<file path="src/rtl/day_month_counter.sv">
`default_nettype none
// +----------------------------------------------------------------------------+
// | day_month_counter : calendar day/month counter with leap-year Feb, preset, |
// |                     year-carry pulse and gated databus.   Rev 1.0           |
// +----------------------------------------------------------------------------+
module day_month_counter #(
  parameter int START_DAY   = 1,
  parameter int START_MONTH = 1
) (
  input  logic       clk,
  input  logic       clear_n,
  input  logic       tick_day,
  input  logic       load,
  input  logic [4:0] load_day,
  input  logic [3:0] load_month,
  input  logic [5:0] year,
  input  logic       enable,
  output logic [4:0] day,
  output logic [3:0] month,
  output logic       year_inc,
  output logic       load_err,
  output logic [8:0] databus
);

  localparam logic [4:0] C_START_DAY   = 5'(START_DAY);
  localparam logic [3:0] C_START_MONTH = 4'(START_MONTH);

  function automatic logic [4:0] f_month_len(input logic [3:0] m, input logic leap);
    case (m)
      4'd4, 4'd6, 4'd9, 4'd11: f_month_len = 5'd30;
      4'd2:                    f_month_len = leap ? 5'd29 : 5'd28;
      default:                 f_month_len = 5'd31;
    endcase
  endfunction

  logic [4:0] r_day;
  logic [3:0] r_month;
  logic       r_year_inc;
  logic       r_load_err;
  logic       r_armed;

  logic       w_leap;
  logic [4:0] w_cur_len;
  logic [4:0] w_load_len;
  logic       w_load_ok;
  logic [4:0] w_day_nxt;
  logic [3:0] w_month_nxt;
  logic       w_year_inc_nxt;
  logic       w_load_err_nxt;
  logic       w_unused_year;

  // Only the two LSBs of the year matter for the leap rule.
  assign w_unused_year = ^year[5:2];
  assign w_leap        = (year[1:0] == 2'd0);
  assign w_cur_len     = f_month_len(r_month, w_leap);
  assign w_load_len    = f_month_len(load_month, w_leap);
  assign w_load_ok     = (load_month >= 4'd1) && (load_month <= 4'd12) &&
                         (load_day >= 5'd1) && (load_day <= w_load_len);

  always_comb begin
    w_day_nxt      = r_day;
    w_month_nxt    = r_month;
    w_year_inc_nxt = 1'b0;
    w_load_err_nxt = 1'b0;
    // r_armed swallows the first edge after reset release.
    if (r_armed) begin
      if (load) begin
        if (w_load_ok) begin
          w_day_nxt   = load_day;
          w_month_nxt = load_month;
        end else begin
          w_load_err_nxt = 1'b1;
        end
      end else if (tick_day) begin
        if (r_day >= w_cur_len) begin
          w_day_nxt = 5'd1;
          if (r_month >= 4'd12) begin
            w_month_nxt    = 4'd1;
            w_year_inc_nxt = 1'b1;
          end else begin
            w_month_nxt = r_month + 4'd1;
          end
        end else begin
          w_day_nxt = r_day + 5'd1;
        end
      end
    end
  end

  always_ff @(posedge clk or negedge clear_n) begin
    if (!clear_n) begin
      r_day      <= C_START_DAY;
      r_month    <= C_START_MONTH;
      r_year_inc <= 1'b0;
      r_load_err <= 1'b0;
      r_armed    <= 1'b0;
    end else begin
      r_day      <= w_day_nxt;
      r_month    <= w_month_nxt;
      r_year_inc <= w_year_inc_nxt;
      r_load_err <= w_load_err_nxt;
      r_armed    <= 1'b1;
    end
  end

  assign day      = r_day;
  assign month    = r_month;
  assign year_inc = r_year_inc;
  assign load_err = r_load_err;
  assign databus  = {r_month, r_day} & {9{enable}};

endmodule
`default_nettype wire
</file>
<file path="config.mk">
export PLATFORM = sky130hd
export DESIGN_NAME = day_month_counter
export DESIGN_NICKNAME = d
export VERILOG_FILES = /design/src/rtl/day_month_counter.sv
export SDC_FILE = /design/constraint.sdc
export NUM_CORES = 1
export LEC_CHECK = 0
export CAP_MARGIN = 20
export CELL_PAD_IN_SITES_DETAIL_PLACEMENT = 1
export CELL_PAD_IN_SITES_GLOBAL_PLACEMENT = 2
export CORE_ASPECT_RATIO = 0.6
export CORE_UTILIZATION = 25
export DETAILED_ROUTE_END_ITERATION = 12
export PLACE_DENSITY = 0.77
export SLEW_MARGIN = 25
export SYNTH_ARGS = -nofsm -noshare
export SYNTH_HDL_FRONTEND = slang
export SYNTH_SLANG_ARGS = --single-unit
</file>
<file path="constraint.sdc">
create_clock -name clk -period 3.4 [get_ports clk]
set_input_delay 0.68 -clock clk [delete_from_list [all_inputs] [get_ports clk]]
set_output_delay 0.68 -clock clk [all_outputs]
set_load 0.02 [all_outputs]
</file>
======== Word-level counts from Yosys, hierarchy flattened ========
Index checks and enable logic that the tools add are counted.
word-level totals
  register bits after elaboration ......... 12
  input port bits ......................... 20
  output and inout port bits .............. 20
  logic and storage cells ................. 55
operators by class
  add/subtract/negate cells ............... 2
  order comparisons ....................... 6
  equality and inequality tests ........... 11
  muxes and demuxes ....................... 20
  bitwise gates (word level) .............. 1
  reductions and logical operators ........ 10
operators by type and width
  operator                                                                              count
  4-bit two-way mux                                                                     5
  5-bit two-way mux                                                                     4
  4-bit by 3-bit == test with 1-bit output (second input constant)                      4
  4-bit == test (second input constant)                                                 4
  9-bit AND                                                                             1
  1-bit two-way mux                                                                     9
  4-bit by 2-bit == test with 1-bit output (second input constant)                      2
  2-bit one-hot mux with 2 select lines                                                 2
  4-bit OR reduction                                                                    2
  5-bit by 1-bit adder with 5-bit output (second input constant)                        1
  5-bit by 1-bit greater-or-equal comparator with 1-bit output (second input constant)  1
  5-bit greater-or-equal comparator                                                     1
  5-bit <= comparator                                                                   1
  4-bit by 1-bit adder with 4-bit output (second input constant)                        1
  4-bit by 1-bit greater-or-equal comparator with 1-bit output (second input constant)  1
  4-bit greater-or-equal comparator (second input constant)                             1
  4-bit <= comparator (second input constant)                                           1
  4-bit AND reduction                                                                   1
  2-bit nonzero test                                                                    2
  1-bit logical AND                                                                     3
  3-bit AND reduction                                                                   1
  2-bit zero test                                                                       1
  2-bit by 1-bit != test with 1-bit output (second input constant)                      1

======== Depth between registers and ports, before layout ========
Gate-level depths: netlist of run 1.
  depth in word-level cells ............... 8
  gate-level depth with buffers ........... 11
  gate-level depth less buffers ........... 11

======== Worst setup path before layout of run 1 ========
Ideal clock, no wire load.
  path type ............................... register to register
  from .................................... reg r_month[0] (netlist: month[0])
  to ...................................... reg r_month[2] (netlist: month[2])
  setup time .............................. 0.125 ns
  arrival time ............................ 2.510 ns
  required time ........................... 3.275 ns
  slack ................................... 0.765 ns
  stages on the path, launching flop included .. 10
  path buffers ............................ 0
  period minus slack after synthesis ...... 2.635 ns
  cell sequence ........................... dfstp_2 -> inv_1 -> ha_1 -> nor3b_1 -> ha_1 -> o21ai_1 -> a211oi_1 -> nand2b_1 -> a21oi_2 -> mux2_2
between the ends
  cells in the longest elaborated chain, start to end .. 6
  elaborated cells on any way between the ends .. 16
  classes of those cells .................. add/sub (1); order compare (2); eq/ne (5); mux (5); reduce/logical (3)
RTL lines
  element                                                                    line  text
  start: declaration                                                         37    logic [3:0] r_month;
  start signal: assignment                                                   99    r_month <= w_month_nxt;
  4-bit by 3-bit == test with 1-bit output or 4-bit == test (tied branches)  29    case (m)
  4-bit OR reduction                                                         29
  2-bit one-hot mux with 2 select lines                                      29
  5-bit greater-or-equal comparator                                          75    if (r_day >= w_cur_len) begin
  2-bit nonzero test (no source line)                                        -
  4-bit AND reduction (no source line)                                       -
Several ways; a longest one is shown, not always the timed one. The select of a mux whose other input is x is not followed.
A chain may end at the register's enable or synchronous reset.

======== Final worst setup path of run 1 ========
  from .................................... in year[1]
  to ...................................... reg r_month[2] (netlist: month[2])
between the ends
  cells in the longest elaborated chain, start to end .. 7
  elaborated cells on any way between the ends .. 10
  classes of those cells .................. order compare (2); eq/ne (1); mux (3); reduce/logical (4)
RTL lines
  element                                                    line  text
  start: declaration                                         16    input logic [5:0] year,
  2-bit zero test *                                          54    assign w_leap = (year[1:0] == 2'd0);
  1-bit two-way mux *                                        31    4'd2: f_month_len = leap ? 5'd29 : 5'd28;
  2-bit one-hot mux with 2 select lines                      29
  5-bit <= comparator                                        58    (load_day >= 5'd1) && (load_day <= w_load_len);
  1-bit logical AND                                          58
  2-bit by 1-bit != test with 1-bit output (no source line)  -
  4-bit AND reduction (no source line) *                     -
Every way passes the cells marked *; elsewhere a longest branch is shown, timed or not.

==> results of run 1 <==
==> cells in the final DEF, fill, tap and decap left out, drive strengths merged, types with 3 or more instances in the layout <==
cell / n
inv: 7
nand2: 14
nand3: 3
nand2b: 4
o211ai: 3
clkdlybuf4s50: 35
nor2: 6
nor3: 3
and2: 9
dfrtp: 10
ha: 9
mux2i: 5
a31oi: 3
nor2b: 3
o21ai: 7
a41oi: 3
a21oi: 8
clkbuf: 4
==> cells in the mapped netlist, types with 3 or more instances <==
cell type / instances / share of area (%)
a21oi_1: 6 / 2.8
a31oi_1: 3 / 1.8
a41oi_1: 3 / 2.5
and2_1: 9 / 5.3
dfrtp_1: 10 / 23
ha_1: 9 / 11
inv_1: 7 / 2.5
mux2i_1: 5 / 4.7
nand2_1: 14 / 4.9
nand2b_1: 4 / 2.3
nand3_1: 3 / 1.4
nor2_1: 6 / 2.1
nor2b_1: 3 / 1.8
nor3_1: 3 / 1.4
o21ai_0: 5 / 2.3
==> stage by stage <==
stage                     setup slack (ns)  instance area, um^2  utilization (%)  hold slack (ns)
after floorplan                      0.765                 1070                -            0.384
after global placement               0.324                 1480             36.2            0.580
after detailed placement             0.224                 1480             36.2            0.600
after CTS                            0.490                 1530             37.3            0.608
after global routing                 0.344                 1530             37.3            0.615
final                                0.513                 1530             37.3            0.598
==> routing by layer <==
metal  share of wire [%]  track usage [%]
met1                  52             22.3
met2                  42             24.9
met3                 4.0            0.945
met4                 2.0             8.06
met5                   0                0
==> layout make-up <==
class | count | area (um^2)
Clock buffer | 4 | 45.0
Fill cell | 502 | 2570
Inverter | 7 | 26.3
Multi-Input combinational cell | 102 | 713
Sequential cell | 12 | 303
Tap cell | 60 | 75.1
Timing Repair Buffer | 37 | 365
==> power by group through the flow <==
stage / Clock [W] / Combinational, W / Sequential (W)
global route: 0.000153 / 0.000680 / 0.000311
finish: 0.000143 / 0.000619 / 0.000297
global placement: 0 / 0.000588 / 0.000292
detailed placement: 0 / 0.000616 / 0.000298
floorplan: 0 / 0.000313 / 0.000325
CTS: 0.000148 / 0.000621 / 0.000295
==> worst register-to-register path, cell delays in order (launching register included) <==
cell	delay (ns)
dfstp_2	0.60
inv_1	0.10
ha_1	0.22
nor3b_1	0.16
ha_1	0.35
o21ai_1	0.08
a211oi_1	0.36
nand2b_1	0.12
a21oi_2	0.29
mux2_2	0.38
==> flip-flops by register name, indices dropped and copies added, names as in the netlist <==
name      count
day           5
load_err      1
month         4
r_armed       1
year_inc      1
==> cell families after synthesis <==
kind of cell	count (synthesis)	synth area share, %
other	1	0.350
muxes	7	6.77
buffers and inverters	11	5.25
adders and majority gates	9	10.5
and+or+nand+nor	53	26.6
DFF	12	28.2
AOI/OAI and AO/OA	32	22.3
==> path summary, 6_finish.rpt <==
kind | start | end | slack, ns | cells past startpoint
worst min-delay path | day[4] | year_inc | 0.60 | 2
worst max register to register | month[0] | month[2] | 0.63 | 9
worst max-delay path | year[1] | month[2] | 0.51 | 11
max in group asynchronous | clear_n | day[2] | 2.20 | 1
worst min register to register | day[4] | year_inc | 0.60 | 2
min in group asynchronous | clear_n | month[2] | 0.81 | 1
==> metrics, run 1 <==
status=complete, no violations; CP Class=input pin to flip-flop; Syn Nets=154; DRC violations left=0; cell count after synthesis=125; Tot GR Track Use=15.9%; Seq/Total Area, Yosys=28.2%; Synthesis Warnings=0; GRT Residual Overflow=0; Syn Area/Cell=8.58 um^2; Worst slew margin=59.6%; Final nets=192; share of layout cells above drive strength 1=10.5%; post-synthesis cell type count=41; CTS sink cnt=12; Port Buf Inserts=35; Core Area=4100 um^2; synthesized cell area=1070 um^2; count of final max-slew check failures=0; Total Die Area=4560 um^2; Clock Tree Root=clkbuf_8; dpl hpwl=2.64 mm; # rows=18; Worst Path Required=3.53 ns; Hold WC Path Type=flip-flop to flip-flop; slowest cell delay on critical path=0.39 ns; vias=1086; Final Hold Fails=0; DIE WIDTH=86.6 um; total power=0.00106 W; routability cong.=0.768; Sw Ratio=45.2%; Setup Skew=0.00136 ns; Post-synth EDFFs=0; # hold bufs at CTS=0; Area growth, synth to finish=42.5%; Yosys reg bits=12; Worst-Margin Slew=0.605 ns; Clock Path Buffers=2; Arr. time, crit path=3.02 ns; Initial DRT Pass Iterations=4; Setup TNS=0 ns; vias in the first global route=1070; ANT cells=0; maxcap violations=0; vias per inst=4.89; switching power=0.000478 W; maximum vdd drop=0.236 mV; antenna violations before repair=0; Final period util=84.9%; PD cells=693 nW/um^2; Int Power=0.000580 W; RSZ-0062 raised after global routing=false; Sequential Power Share=28.0%; Total Routed Length=3.30 mm; Worst Path Max Fanout=4; TritonCTS clock tree=built; Vert. Die Dim=52.7 um; postcts setup bufs=0; Skew-Pair Late Insertion Delay=0.25 ns; initial DRC count=84; CTS H-tree depth=1; crit end category=flip-flop; PostCTS Resize Cnt=0; min cycle time layout=2.89 ns; Num CTS Buffers=3; first-pass GRT wire length=5.32 mm; Static Leak=0.626 nW; critical path's slowest cell=clkdlybuf4s50_1; Clock Power Share=13.5%; CP Buf/Inv Count=1; placed cells=218; Detail Route Antenna Nets=0; Startpoint Class=input pin; Cell Chain, Critical Path=clkdlybuf4s50_1 > or2_2 > a21oi_1 > nor3_1 > a31oi_1 > ha_1 > nor2b_1 > o211ai_4 > nand4_1 > a21oi_2 > mux2_2; Initial Utilization=26.2%; share of flip-flops with an asynchronous set or reset=100%; largest net degree at the start of global routing=25; Finish-stage setup viols=0; delay-heaviest family, CP=compound AO/OA/AOI/OAI gates; Synth Flop Type=dfrtp_1; drt wl/cell=14.9 um; combinational power share=58.5%; I/O Pins=40; Final Non-Filler Cells=222; maximum clock frequency=346 MHz; clock transition at the registers of the reported paths=0.06 ns
(Power assumes the default switching activity.)
==> inputs of run 2 (changes only) <==
Settings changed: CORE_UTILIZATION 25 to 22, PLACE_DENSITY 0.77 to 0.72.
Clock period 3.4 ns to 2.3 ns, I/O delays scaled along.
==> run 2 against run 1 <==
  * The run now ends with negative setup slack left
  * Combinational power grew 110%
  * Core utilization grew 4.7 points
  * Sequential cell count is the same
  * First-iteration DRC count shrank 51%
  * Sequential power grew 49%
  * Clock power grew 68%
  * Power grew 88%
  * Setup slack lost 0.62 ns
  * Sequential share of layout area shrank 4.2 points
  * Non-clock buffer count grew 34
  * Via count grew 12%
  * Wire length grew 18%
  * Highest routed layer unchanged
==> metrics, run 2 (same netlist as run 1, synthesis figures left out) <==
critical path's slowest cell=dfstp_2; first-pass GRT wire length=6.39 mm (+20%); Total Die Area=5170 um^2 (+13%); Port Buf Inserts=35 (unchanged); routability cong.=0.770 (+0.18%); Final Hold Fails=0 (unchanged); Final period util=105%; Finish-stage setup viols=5 (+5); total power=0.00199 W (+88%); Worst-Margin Slew=0.629 ns (+0.0240 ns); CTS sink cnt=12 (unchanged); Tot GR Track Use=16.0% (+0.089 points); dpl hpwl=3.10 mm (+17%); Core Area=4640 um^2 (+13%); status=finished, violations left; vias=1212 (+12%); Static Leak=0.860 nW (+37%); TritonCTS clock tree=built; vias per inst=4.68 (-4.3%); vias in the first global route=1313 (+23%); count of final max-slew check failures=0 (unchanged); RSZ-0062 raised after global routing=true; largest net degree at the start of global routing=14 (-44%); commonest non-fill, non-tap cell in the layout=buf_4; antenna violations before repair=0 (unchanged); clock transition at the registers of the reported paths=0.06 ns (about the same); initial DRC count=41 (-51%); Initial Utilization=23.1% (-3.0 points); maximum clock frequency=416 MHz; Clock Path Buffers=2 (unchanged); DRC violations left=0 (unchanged); Num CTS Buffers=3 (unchanged); slowest cell delay on critical path=0.65 ns (+0.26 ns); Final Non-Filler Cells=259 (+17%); DIE WIDTH=92.1 um (+6.4%); CTS H-tree depth=1 (unchanged); PD cells=1020 nW/um^2 (+48%); maxcap violations=0 (unchanged); Final nets=226 (+18%); placed cells=249 (+14%); Worst Path Max Fanout=5 (+1); Setup Skew=0.00224 ns (+0.000884 ns); Initial DRT Pass Iterations=4 (unchanged); Worst Path Required=2.43 ns (-1.10 ns); commonest cells after routing, fill and taps aside=34 x buf_4, 26 x clkdlybuf4s50_1, 12 x nand2_1; drt wl/cell=15.0 um (+1.3%); number of fillers in the final layout=548 (+9.2%); failing checks=negative setup slack; Skew-Pair Late Insertion Delay=0.24 ns (about the same); Startpoint Class=flip-flop; Worst slew margin=57.9% (-1.6 points); Arr. time, crit path=2.54 ns (-0.48 ns); share of layout cells above drive strength 1=37.2% (+27 points); worst setup slack after layout=-0.106 ns (-0.620 ns); dpl ws=-0.512 ns (-0.737 ns); crit end category=flip-flop; I/O Pins=40 (unchanged); Hold WC Path Type=flip-flop to flip-flop; maximum vdd drop=0.300 mV (+27%); max FFs per register=5 (unchanged); Vert. Die Dim=56.1 um (+6.3%); Cell Chain, Critical Path=inv_4 > ha_4 > nor3b_4 > ha_1 > o21ai_1 > a211oi_2 > nand2b_1 > a21oi_4 > mux2_4; Total Routed Length=3.90 mm (+18%); Detail Route Antenna Nets=0 (unchanged); Clock Tree Root=clkbuf_8; Area growth, synth to finish=81.3%; CP Class=flip-flop to flip-flop; GRT Residual Overflow=0 (unchanged); # rows=19 (+1); ANT cells=0 (unchanged); min cycle time layout=2.41 ns
## run 2: cell type report
type | count | area [um^2] | area share [%]
Clock buffer | 4 | 55.1 | 2.83
Inverter | 7 | 28.8 | 1.48
Multi-Input combinational cell | 102 | 853 | 43.9
Sequential cell | 12 | 304 | 15.6
Tap cell | 63 | 78.8 | 4.05
Timing Repair Buffer | 71 | 624 | 32.1
## run 2: per-layer routing
layer / global-route usage, % / routed length (um)
met1: 22.1 / 2020
met2: 25.3 / 1680
met3: 4.23 / 157
met4: 3.13 / 40
met5: 0 / 0
## run 2: what timing repair did
action / CTS / global route
setup endpoints to repair: 11 / 11
setup buffers: 2 / 4
pin swaps: 16 / 13
resized for setup: 25 / 16
hold buffers: 0 / 0
## run 2: through the flow
step	util (%)	area (um^2)	hold WS, ns	setup TNS (ns)
global placement	37.2	1720	0.593	-3.67
floorplan	-	1100	0.164	-0.220
global route	41.9	1940	0.613	-1.23
detailed placement	37.2	1720	0.588	-4.57
finish	41.9	1940	0.600	-0.403
CTS	39.9	1850	0.597	-0.347
## run 2: path summary, 6_finish.rpt
kind                               start  endpoint  slack (ns)  cells after the start
worst max-delay path            month[0]  month[2]       -0.11                      9
worst min-delay path              day[0]    day[0]        0.60                      1
worst max register to register  month[0]  month[2]       -0.11                      9
worst min register to register    day[0]    day[0]        0.60                      1
max in group asynchronous        clear_n  month[1]        1.25                      1
min in group asynchronous        clear_n  month[3]        0.61                      1
## run 2: report_power, final
part | switching (W) | internal [W]
registers | 0.000148 | 0.000294
clock network | 0.0000884 | 0.000152
logic | 0.000612 | 0.000695
total | 0.000848 | 0.00114
## run 2: worst max-delay path: cells and delay by family (launching register included)
kind / cells / cell delay, ns
AO/OA/AOI/OAI: 3 / 0.49
adder cells (fa/ha/maj): 2 / 0.48
buffers and inverters: 1 / 0.07
flip-flops: 1 / 0.65
multiplexers: 1 / 0.31
AND/OR/NAND/NOR: 2 / 0.28
